`src/rtl/im_loader_pkg.sv`:
```
// Shared boot-loader constants: state encodings and the instruction fetch base.
package im_loader_pkg;

    typedef enum logic [2:0] {
        ST_LEN_HI = 3'd0,
        ST_LEN_LO = 3'd1,
        ST_DATA   = 3'd2,
        ST_CHECK  = 3'd3,
        ST_DONE   = 3'd4,
        ST_ERR    = 3'd5
    } state_e;

    localparam logic [31:0] BASE_ADDR_DEFAULT   = 32'h0000_3000;
    localparam int unsigned DEPTH_WORDS_DEFAULT = 4096;

endpackage

```
`src/rtl/im_loader_word_packer.sv`:
```
// Assembles payload bytes MSB first into a 32-bit word and flags the 4th byte.
module word_packer (
    input  logic        clk,
    input  logic        reset,
    input  logic        i_clear,
    input  logic        i_valid,
    input  logic [7:0]  i_byte,
    output logic [31:0] o_word,
    output logic        o_last
);

    logic [23:0] r_shift;
    logic [1:0]  r_cnt;

    // The completed word includes the byte being accepted this cycle.
    assign o_word = {r_shift, i_byte};
    assign o_last = i_valid && (r_cnt == 2'd3);

    always_ff @(posedge clk or negedge reset) begin
        if (!reset) begin
            r_shift <= '0;
            r_cnt   <= '0;
        end else if (i_clear) begin
            r_shift <= '0;
            r_cnt   <= '0;
        end else if (i_valid) begin
            r_shift <= {r_shift[15:0], i_byte};
            r_cnt   <= r_cnt + 2'd1;
        end
    end

endmodule

```
`src/rtl/im_loader.sv`:
```
// Boot loader: parses LEN_HI/LEN_LO/payload/checksum stream, writes words from
// BASE_ADDR and releases the CPU only after a matching checksum.
module im_loader
    import im_loader_pkg::*;
#(
    parameter logic [31:0] BASE_ADDR   = BASE_ADDR_DEFAULT,
    parameter int unsigned DEPTH_WORDS = DEPTH_WORDS_DEFAULT
) (
    input  logic        clk,
    input  logic        reset,
    input  logic        rx_valid,
    input  logic [7:0]  rx_data,
    output logic        rx_ready,
    output logic        we,
    output logic [31:0] waddr,
    output logic [31:0] wdata,
    output logic        cpu_hold,
    output logic        done,
    output logic        err
);

    state_e      r_state;
    logic        r_rx_ready;
    logic        r_we;
    logic [31:0] r_waddr;
    logic [31:0] r_wdata;
    logic        r_cpu_hold;
    logic        r_done;
    logic        r_err;
    logic [7:0]  r_len_hi;
    logic [15:0] r_len;
    logic [15:0] r_idx;
    logic [7:0]  r_sum;

    logic        w_xfer;
    logic        w_data_xfer;
    logic [15:0] w_len;
    logic        w_len_big;
    logic        w_last_word;
    logic [31:0] w_word;
    logic        w_word_done;

    always_comb begin
        w_xfer      = rx_valid && r_rx_ready;
        w_data_xfer = w_xfer && (r_state == ST_DATA);
        w_len       = {r_len_hi, rx_data};
        w_len_big   = {16'd0, w_len} > DEPTH_WORDS;
        w_last_word = (r_idx == (r_len - 16'd1));
    end

    word_packer u_packer (
        .clk     (clk),
        .reset   (reset),
        .i_clear (r_state == ST_LEN_HI),
        .i_valid (w_data_xfer),
        .i_byte  (rx_data),
        .o_word  (w_word),
        .o_last  (w_word_done)
    );

    always_ff @(posedge clk or negedge reset) begin
        if (!reset) begin
            r_state    <= ST_LEN_HI;
            r_rx_ready <= 1'b1;
            r_we       <= 1'b0;
            r_waddr    <= BASE_ADDR;
            r_wdata    <= '0;
            r_cpu_hold <= 1'b1;
            r_done     <= 1'b0;
            r_err      <= 1'b0;
            r_len_hi   <= '0;
            r_len      <= '0;
            r_idx      <= '0;
            r_sum      <= '0;
        end else begin
            r_we <= 1'b0;
            case (r_state)
                ST_LEN_HI: begin
                    r_sum <= '0;
                    r_idx <= '0;
                    if (w_xfer) begin
                        r_len_hi <= rx_data;
                        r_state  <= ST_LEN_LO;
                    end
                end
                ST_LEN_LO: begin
                    if (w_xfer) begin
                        r_len <= w_len;
                        if (w_len == 16'd0) begin
                            r_state <= ST_CHECK;
                        end else if (w_len_big) begin
                            r_state    <= ST_ERR;
                            r_err      <= 1'b1;
                            r_rx_ready <= 1'b0;
                        end else begin
                            r_state <= ST_DATA;
                        end
                    end
                end
                ST_DATA: begin
                    if (w_xfer) begin
                        r_sum <= r_sum + rx_data;
                        if (w_word_done) begin
                            r_we    <= 1'b1;
                            r_waddr <= BASE_ADDR + {14'd0, r_idx, 2'b00};
                            r_wdata <= w_word;
                            r_idx   <= r_idx + 16'd1;
                            if (w_last_word) begin
                                r_state <= ST_CHECK;
                            end
                        end
                    end
                end
                ST_CHECK: begin
                    if (w_xfer) begin
                        r_rx_ready <= 1'b0;
                        if (rx_data == r_sum) begin
                            r_state    <= ST_DONE;
                            r_done     <= 1'b1;
                            r_cpu_hold <= 1'b0;
                        end else begin
                            r_state <= ST_ERR;
                            r_err   <= 1'b1;
                        end
                    end
                end
                default: begin
                    r_rx_ready <= 1'b0;
                end
            endcase
        end
    end

    assign rx_ready = r_rx_ready;
    assign we       = r_we;
    assign waddr    = r_waddr;
    assign wdata    = r_wdata;
    assign cpu_hold = r_cpu_hold;
    assign done     = r_done;
    assign err      = r_err;

endmodule

```
`config.mk`:
```
export PLATFORM = sky130hd
export DESIGN_NAME = im_loader
export DESIGN_NICKNAME = d
export VERILOG_FILES = /design/src/rtl/im_loader_pkg.sv /design/src/rtl/im_loader_word_packer.sv /design/src/rtl/im_loader.sv
export SDC_FILE = /design/constraint.sdc
export NUM_CORES = 1
export LEC_CHECK = 0
export ABC_AREA = 1
export CAP_MARGIN = 25
export CORE_AREA = 8 8 134 136
export CTS_BUF_LIST = sky130_fd_sc_hd__clkbuf_8 sky130_fd_sc_hd__clkbuf_16
export DETAILED_ROUTE_END_ITERATION = 8
export DIE_AREA = 0 0 142 144
export PLACE_DENSITY = 0.72
export SYNTH_ARGS = -nofsm -noshare
export SYNTH_HDL_FRONTEND = slang
export SYNTH_HIERARCHICAL = 1
export SYNTH_SLANG_ARGS = --single-unit
```
`constraint.sdc`:
```
create_clock -name clk -period 2.4 [get_ports clk]
set_input_delay 0.48 -clock clk [delete_from_list [all_inputs] [get_ports clk]]
set_output_delay 0.48 -clock clk [all_outputs]
set_load 0.02 [all_outputs]
```
# After elaboration in Yosys (flattened, before gate mapping)
# Cells that the tools add are included.
# W data, S select, Z words.
[totals] ff_bits=146 output_inout_bits=69 word_cells=88 in_bits=11
[classes] muxes=33 magnitude_cmp=1 reduce_logical=19 bitwise_logic=1 addsub=5 n_eq_ne=15
[ops] cell="$mux W24" n=2
[ops] cell="$mux W16" n=2
[ops] cell="$pmux W16 S2" n=1
[ops] cell="$mux W3" n=8
[ops] cell="$add A14 B18 Y19 const A" n=1
[ops] cell="$add A16 B1 Y16 const B" n=1
[ops] cell="$eq A16 B16 Y1" n=1
[ops] cell="$gt A16 B13 Y1 const B" n=1
[ops] cell="$logic_not A16 Y1" n=1
[ops] cell="$ne A2 B2 Y1 const B" n=8
[ops] cell="$pmux W8 S2" n=1
[ops] cell="$sub A16 B1 Y16 const B" n=1
[ops] cell="$mux W1" n=13
[ops] cell="$pmux W3 S4" n=1
[ops] cell="$reduce_and A3 Y1" n=3
[ops] cell="$add A8 B8 Y8" n=1
[ops] cell="$eq A8 B8 Y1" n=1
[ops] cell="$mux W8" n=1
[ops] cell="$reduce_and A7 Y1" n=1
[ops] cell="$eq A3 B2 Y1 const B" n=2
[ops] cell="$reduce_and A2 Y1" n=3
[ops] cell="$reduce_and A6 Y1" n=1
[ops] cell="$reduce_bool A2 Y1" n=3
[ops] cell="$reduce_and A5 Y1" n=1
[ops] cell="other kinds (12)" n=15

# Logic depth before layout (Yosys ltp)
[depth] word_depth=6 ltp_mapped=18 mapped_depth_nobuf=16

# Modules after synthesis
# Netlist, hierarchy kept.
[by_module_without_submodules] module="im_loader" seq_area_each_um2=2632.5 n_inst=1 cells_per_inst=695 area_per_inst_um2=5677.9
[by_module_without_submodules] module="word_packer" seq_area_each_um2=650.6 n_inst=1 cells_per_inst=125 area_per_inst_um2=1265.0

# Least setup slack after synthesis
# OpenSTA, ideal clock, no wires.
[synth_path] path_kind="register to register" start="register r_state[2]" end="register r_idx[9]" required_time_ns=2.278 n_path_buf=2 path_stages_with_launch=19 arrival_time_ns=2.235 setup_ns=0.122 slack_ns=0.043 period_less_slack_ns=2.357 cell_sequence="dfrtp_1 > nor2_4 > inv_4 > nor2_8 > inv_4 > nor2_4 > buf_6 > buf_6 > nand2_1 > inv_1 > nand2_4 > nand2_2 > nand2_4 > nor2_4 > nand3_1 > nor3_2 > nand2_1 > o21ai_1 > a21oi_1"
[synth_between] elab_chain_len=5 elab_cells_between_ends=9 classes_between="eq/ne (3); mux (1); reduce/logical (5)"
[synth_rtl] element="from (decl)" line="im_loader.sv:22" source="state_e r_state;"
[synth_rtl] element="from (signal assigned)" line="im_loader.sv:63" source="r_state <= ST_LEN_HI;"
[synth_rtl] element="from (signal assigned)" line="im_loader.sv:83" source="r_state <= ST_LEN_LO;"
[synth_rtl] element="from (signal assigned)" line="im_loader.sv:90" source="r_state <= ST_CHECK;"
[synth_rtl] element="$eq A3 B2 Y1" line="im_loader.sv:45" source="w_data_xfer = w_xfer && (r_state == ST_DATA);"
[synth_rtl] element="$logic_and A1 B1 Y1" line="im_loader.sv:45"
[synth_rtl] element="net w_data_xfer" line="im_loader.sv:36" source="logic w_data_xfer;"
[synth_rtl] element="$logic_and A1 B1 Y1" line="im_loader_word_packer.sv:17" source="assign o_last = i_valid && (r_cnt == 2'd3);"
[synth_rtl] element="net w_word_done" line="im_loader.sv:41" source="logic w_word_done;"
[synth_rtl] element="$ne A2 B1 Y1 (no line)"
[synth_rtl] element="$reduce_and A3 Y1 (no line)"
[synth_rtl] element="to (signal assigned)" line="im_loader.sv:107" source="r_idx <= r_idx + 16'd1;"
[synth_rtl] element="to (decl)" line="im_loader.sv:32" source="logic [15:0] r_idx;"
# The timed path passes the listed nets, and every way through them passes these cells.
# A chain may end at the register's enable or synchronous reset.

# Worst setup path after layout
[layout_path] start="register r_state[0]" end="register r_idx[9]"
# Same word-level chain as after synthesis.

==> results.md <==
* Outcome: completed
* RSZ-0062 raised after global routing: false
* Synthesized area at 0.00694 mm2
* Yosys Warn Count at 6
* Maximum vdd drop at 514 uV
* Crit-path slowest cell: dfrtp_1
* Final number of setup-violating endpoints at 0
* XOR/XNOR Fraction of Synth Area at 0.0360
* Number of flops mapped to enable cells by yosys at 0
* Ports at 80
* Hold Buf Count CTS at 0
* Minimum clock period at 2220 ps
* Worst path arrival time at 2530 ps
* Max incr delay on CP at 410 ps
* Mux share of post-synthesis cell area at 0.00487
* MaxCap Viol Count at 0
* Routed Antenna Nets at 0
* Global placement routability congestion at 0.876
* Nets at 912
* Net Sw Frac at 0.324
* Reg2Reg Setup Slack at 180 ps
* DRC at 0
* Leakage power at approximately 4.2 nW
* FF-to-FF path depth at 16
* Most common cell after layout, fill and taps aside: nand2_1
* Input/output buffers at 64
* Cts bufs inserted at 17
* CTS sink count at 131
* DRT iter0 DRCs at 478
* Fin crit share at 0.925
* Classification of the worst setup path: flop to flop
* Worst Path Required at 2710 ps
* Synth Area in Adders at 0.0245
* Achievable frequency at between 0.4 and 0.5 GHz
* Pint at ~5.3 mW
* Most frequent cells in the layout: nand2_1, dfrtp_1, inv_1, clkdlybuf4s50_1, o21ai_0
* Initial Util at 0.432
* H-tree depth at 4
* Final Max Slew Viols at 0
* Hold Crit Class: input port to asynchronous set/reset pin
* Clock skew at 7.95 ps
* CP max FO at 9
* CP most frequent cell: nor2_4
* PD cells at 941 mW/mm2
* Clock power share at 0.339
* Largest family of logic cells by synthesized area: simple AND/OR/NAND/NOR gates
* Tot Pwr at 7.87 mW
* Area of the core at 0.0161 mm2
* Setup ws final at 181 ps
* Compound-Gate Fraction of Synth Area at 0.0652
* Final hold viol count at 0
* DR pass1 iterations at 5
* Clock root buffer: clkbuf_16
* Syn_area_per_cell at 8.47 um2
* Worst-Skew Late Latency at around 430 ps
* Vias post-DR at 5,387
* Reg-to-reg startpoint: r_state[0]
* Register bit count reported by yosys at 131
* Die span in y at around 140 um
* WL/cell at 13.8 um
* N_diodes at 0
* Total congestion overflow at 0
* Area delta synth->final at 20.5%
* Post-synthesis sequential area ratio at 0.473
* Comb pwr share at 0.277
* Sw power at 2.55 mW
* Worst path cell trace: nor2_4 -> inv_4 -> nor2_8 -> inv_4 -> nor2_4 -> nand2_1 -> inv_2 -> nand2_4 -> nand2_2 -> nand2_4 -> nor2_4 -> nand3_1 -> nor3_2 -> nand2_1 -> o21ai_2 -> a21oi_1
* Die span in x at 142 um
* Placed insts at 1,087
* Fin Hold WS at ~90 ps
* Final Core Density at 0.521
* Sequential power share at 0.384
* Mapped Cells at between 800 and 900
* Max clock buf depth at 2
* Final WL at 15,400 um
* Reg-to-reg endpoint: r_idx[9]
* Cell Rows at 47
* Largest net degree at the start of global routing at 50
* Area share of and/or/nand/nor cells after synthesis at 0.296
* Crit end category: flop
* Clock transition at the registers of the reported paths at 60 ps
* Slew @ Worst Pin at 660 ps
* Async SR Flop Fraction at 1.00
* TritonCTS clock tree: yes
* Initial antenna violation count at 0
* Via/cell ratio at 4.81
* Most common flop cell mapped by yosys: dfrtp_1
* First-pass GRT wire length at 25,500 um
* GR Util All Layers at 0.157
* Pre-CTS setup slack at -94.8 ps
* Layout cells sized above 1 at 0.143
* CP Launch Type: flop
* Vias in the first global route at 5,170
* Slew Limit Headroom at 0.560
* HPWL after DPL at approximately 11,000 um
* Die Area at 0.0204 mm2
* Netlist cell types at 46
* Non-filler cells in the finished layout at 1,121
cells by family after synthesis:
kind of cell	count (synthesis)
and+or+nand+nor	429
buffers and inverters	134
DFF	131
AOI/OAI and AO/OA	82
other	1
xor gates and xnor gates	27
muxes	3
adders and majority gates	13
worst max-delay path, delay by kind of cell (launching register included):
kind	cells	cell delay (ps)
AND/OR/NAND/NOR	11	1210
AO/OA/AOI/OAI	2	200
flip-flops	1	410
buffers and inverters	3	260
state kept, by name (all words and copies together), names as in the netlist, 2 cells and up:
register and count:
r_idx 16, u_packer/r_shift 24, r_len 16, wdata 32, r_sum 8, u_packer/r_cnt 2
r_state 3, waddr 17, r_len_hi 8
synthesized netlist by cell type (7+ instances only):
cell type / count / area [um2]
xnor2_1: 8 / 70.1
buf_2: 12 / 60.1
a21oi_1: 13 / 65.1
o21ai_0: 39 / 195
ha_1: 12 / 150
nand2_1: 274 / 1030
o21ai_1: 14 / 70.1
inv_1: 75 / 282
nor3_1: 7 / 35.0
xor2_1: 18 / 158
buf_6: 10 / 113
buf_4: 23 / 173
nand3_2: 21 / 210
dfrtp_1: 127 / 3180
nor2_2: 8 / 50.1
nor2_1: 38 / 143
nand4_1: 7 / 43.8
nand3_1: 37 / 185
nand2_2: 7 / 43.8
what timing repair did:
item / in CTS / in global routing
setup buffers: 0 / 2
endpoints found under the setup margin: 0 / 2
gates resized for setup: 0 / 2
layer usage:
metal | vias up | global-route usage | wire length (um)
li1 | 2702 | - | -
met1 | 2531 | 0.207 | 7350
met2 | 128 | 0.243 | 7000
met3 | 26 | 0.0423 | 841
met4 | 0 | 0.0543 | 258
met5 | - | 0 | 0
how the worst max path moves through the flow:
stage	startpoint	to	slack, ps
2_1_floorplan	r_state[2]	r_idx[9]	40
3_3_place_gp	rx_data[0]	r_sum[6]	-50
3_5_place_dp	rx_data[0]	r_sum[6]	-90
4_1_cts	r_state[2]	r_idx[9]	100
5_1_grt	r_state[0]	r_idx[9]	30
6_report	r_state[0]	r_idx[9]	180
area by class of cell:
class	count	area, um2
Multi-Input combinational cell	569	3020
Clock buffer	18	439
Timing Repair Buffer	86	841
Clock inverter	14	179
Inverter	83	323
Sequential cell	131	3280
Fill cell	1471	7690
Tap cell	220	275
per-stage QoR:
step / TNS [ps] / cell area [um2]
finish: 0 / 8360
detailed placement: -94.8 / 7730
global route: 0 / 8360
floorplan: 0 / 7000
global placement: -50.4 / 7730
CTS: 0 / 8340
power by group through the flow:
stage	sequential [mW]	clock (mW)	combinational [mW]
6_report	3.02	2.67	2.18
5_1_grt	3.08	2.81	2.42
4_1_cts	3.02	2.72	2.22
3_5_place_dp	3.05	0	2.20
3_3_place_gp	3.05	0	2.17
2_1_floorplan	3.38	0	0.916
No activity file was read; power rests on OpenSTA's default activity.
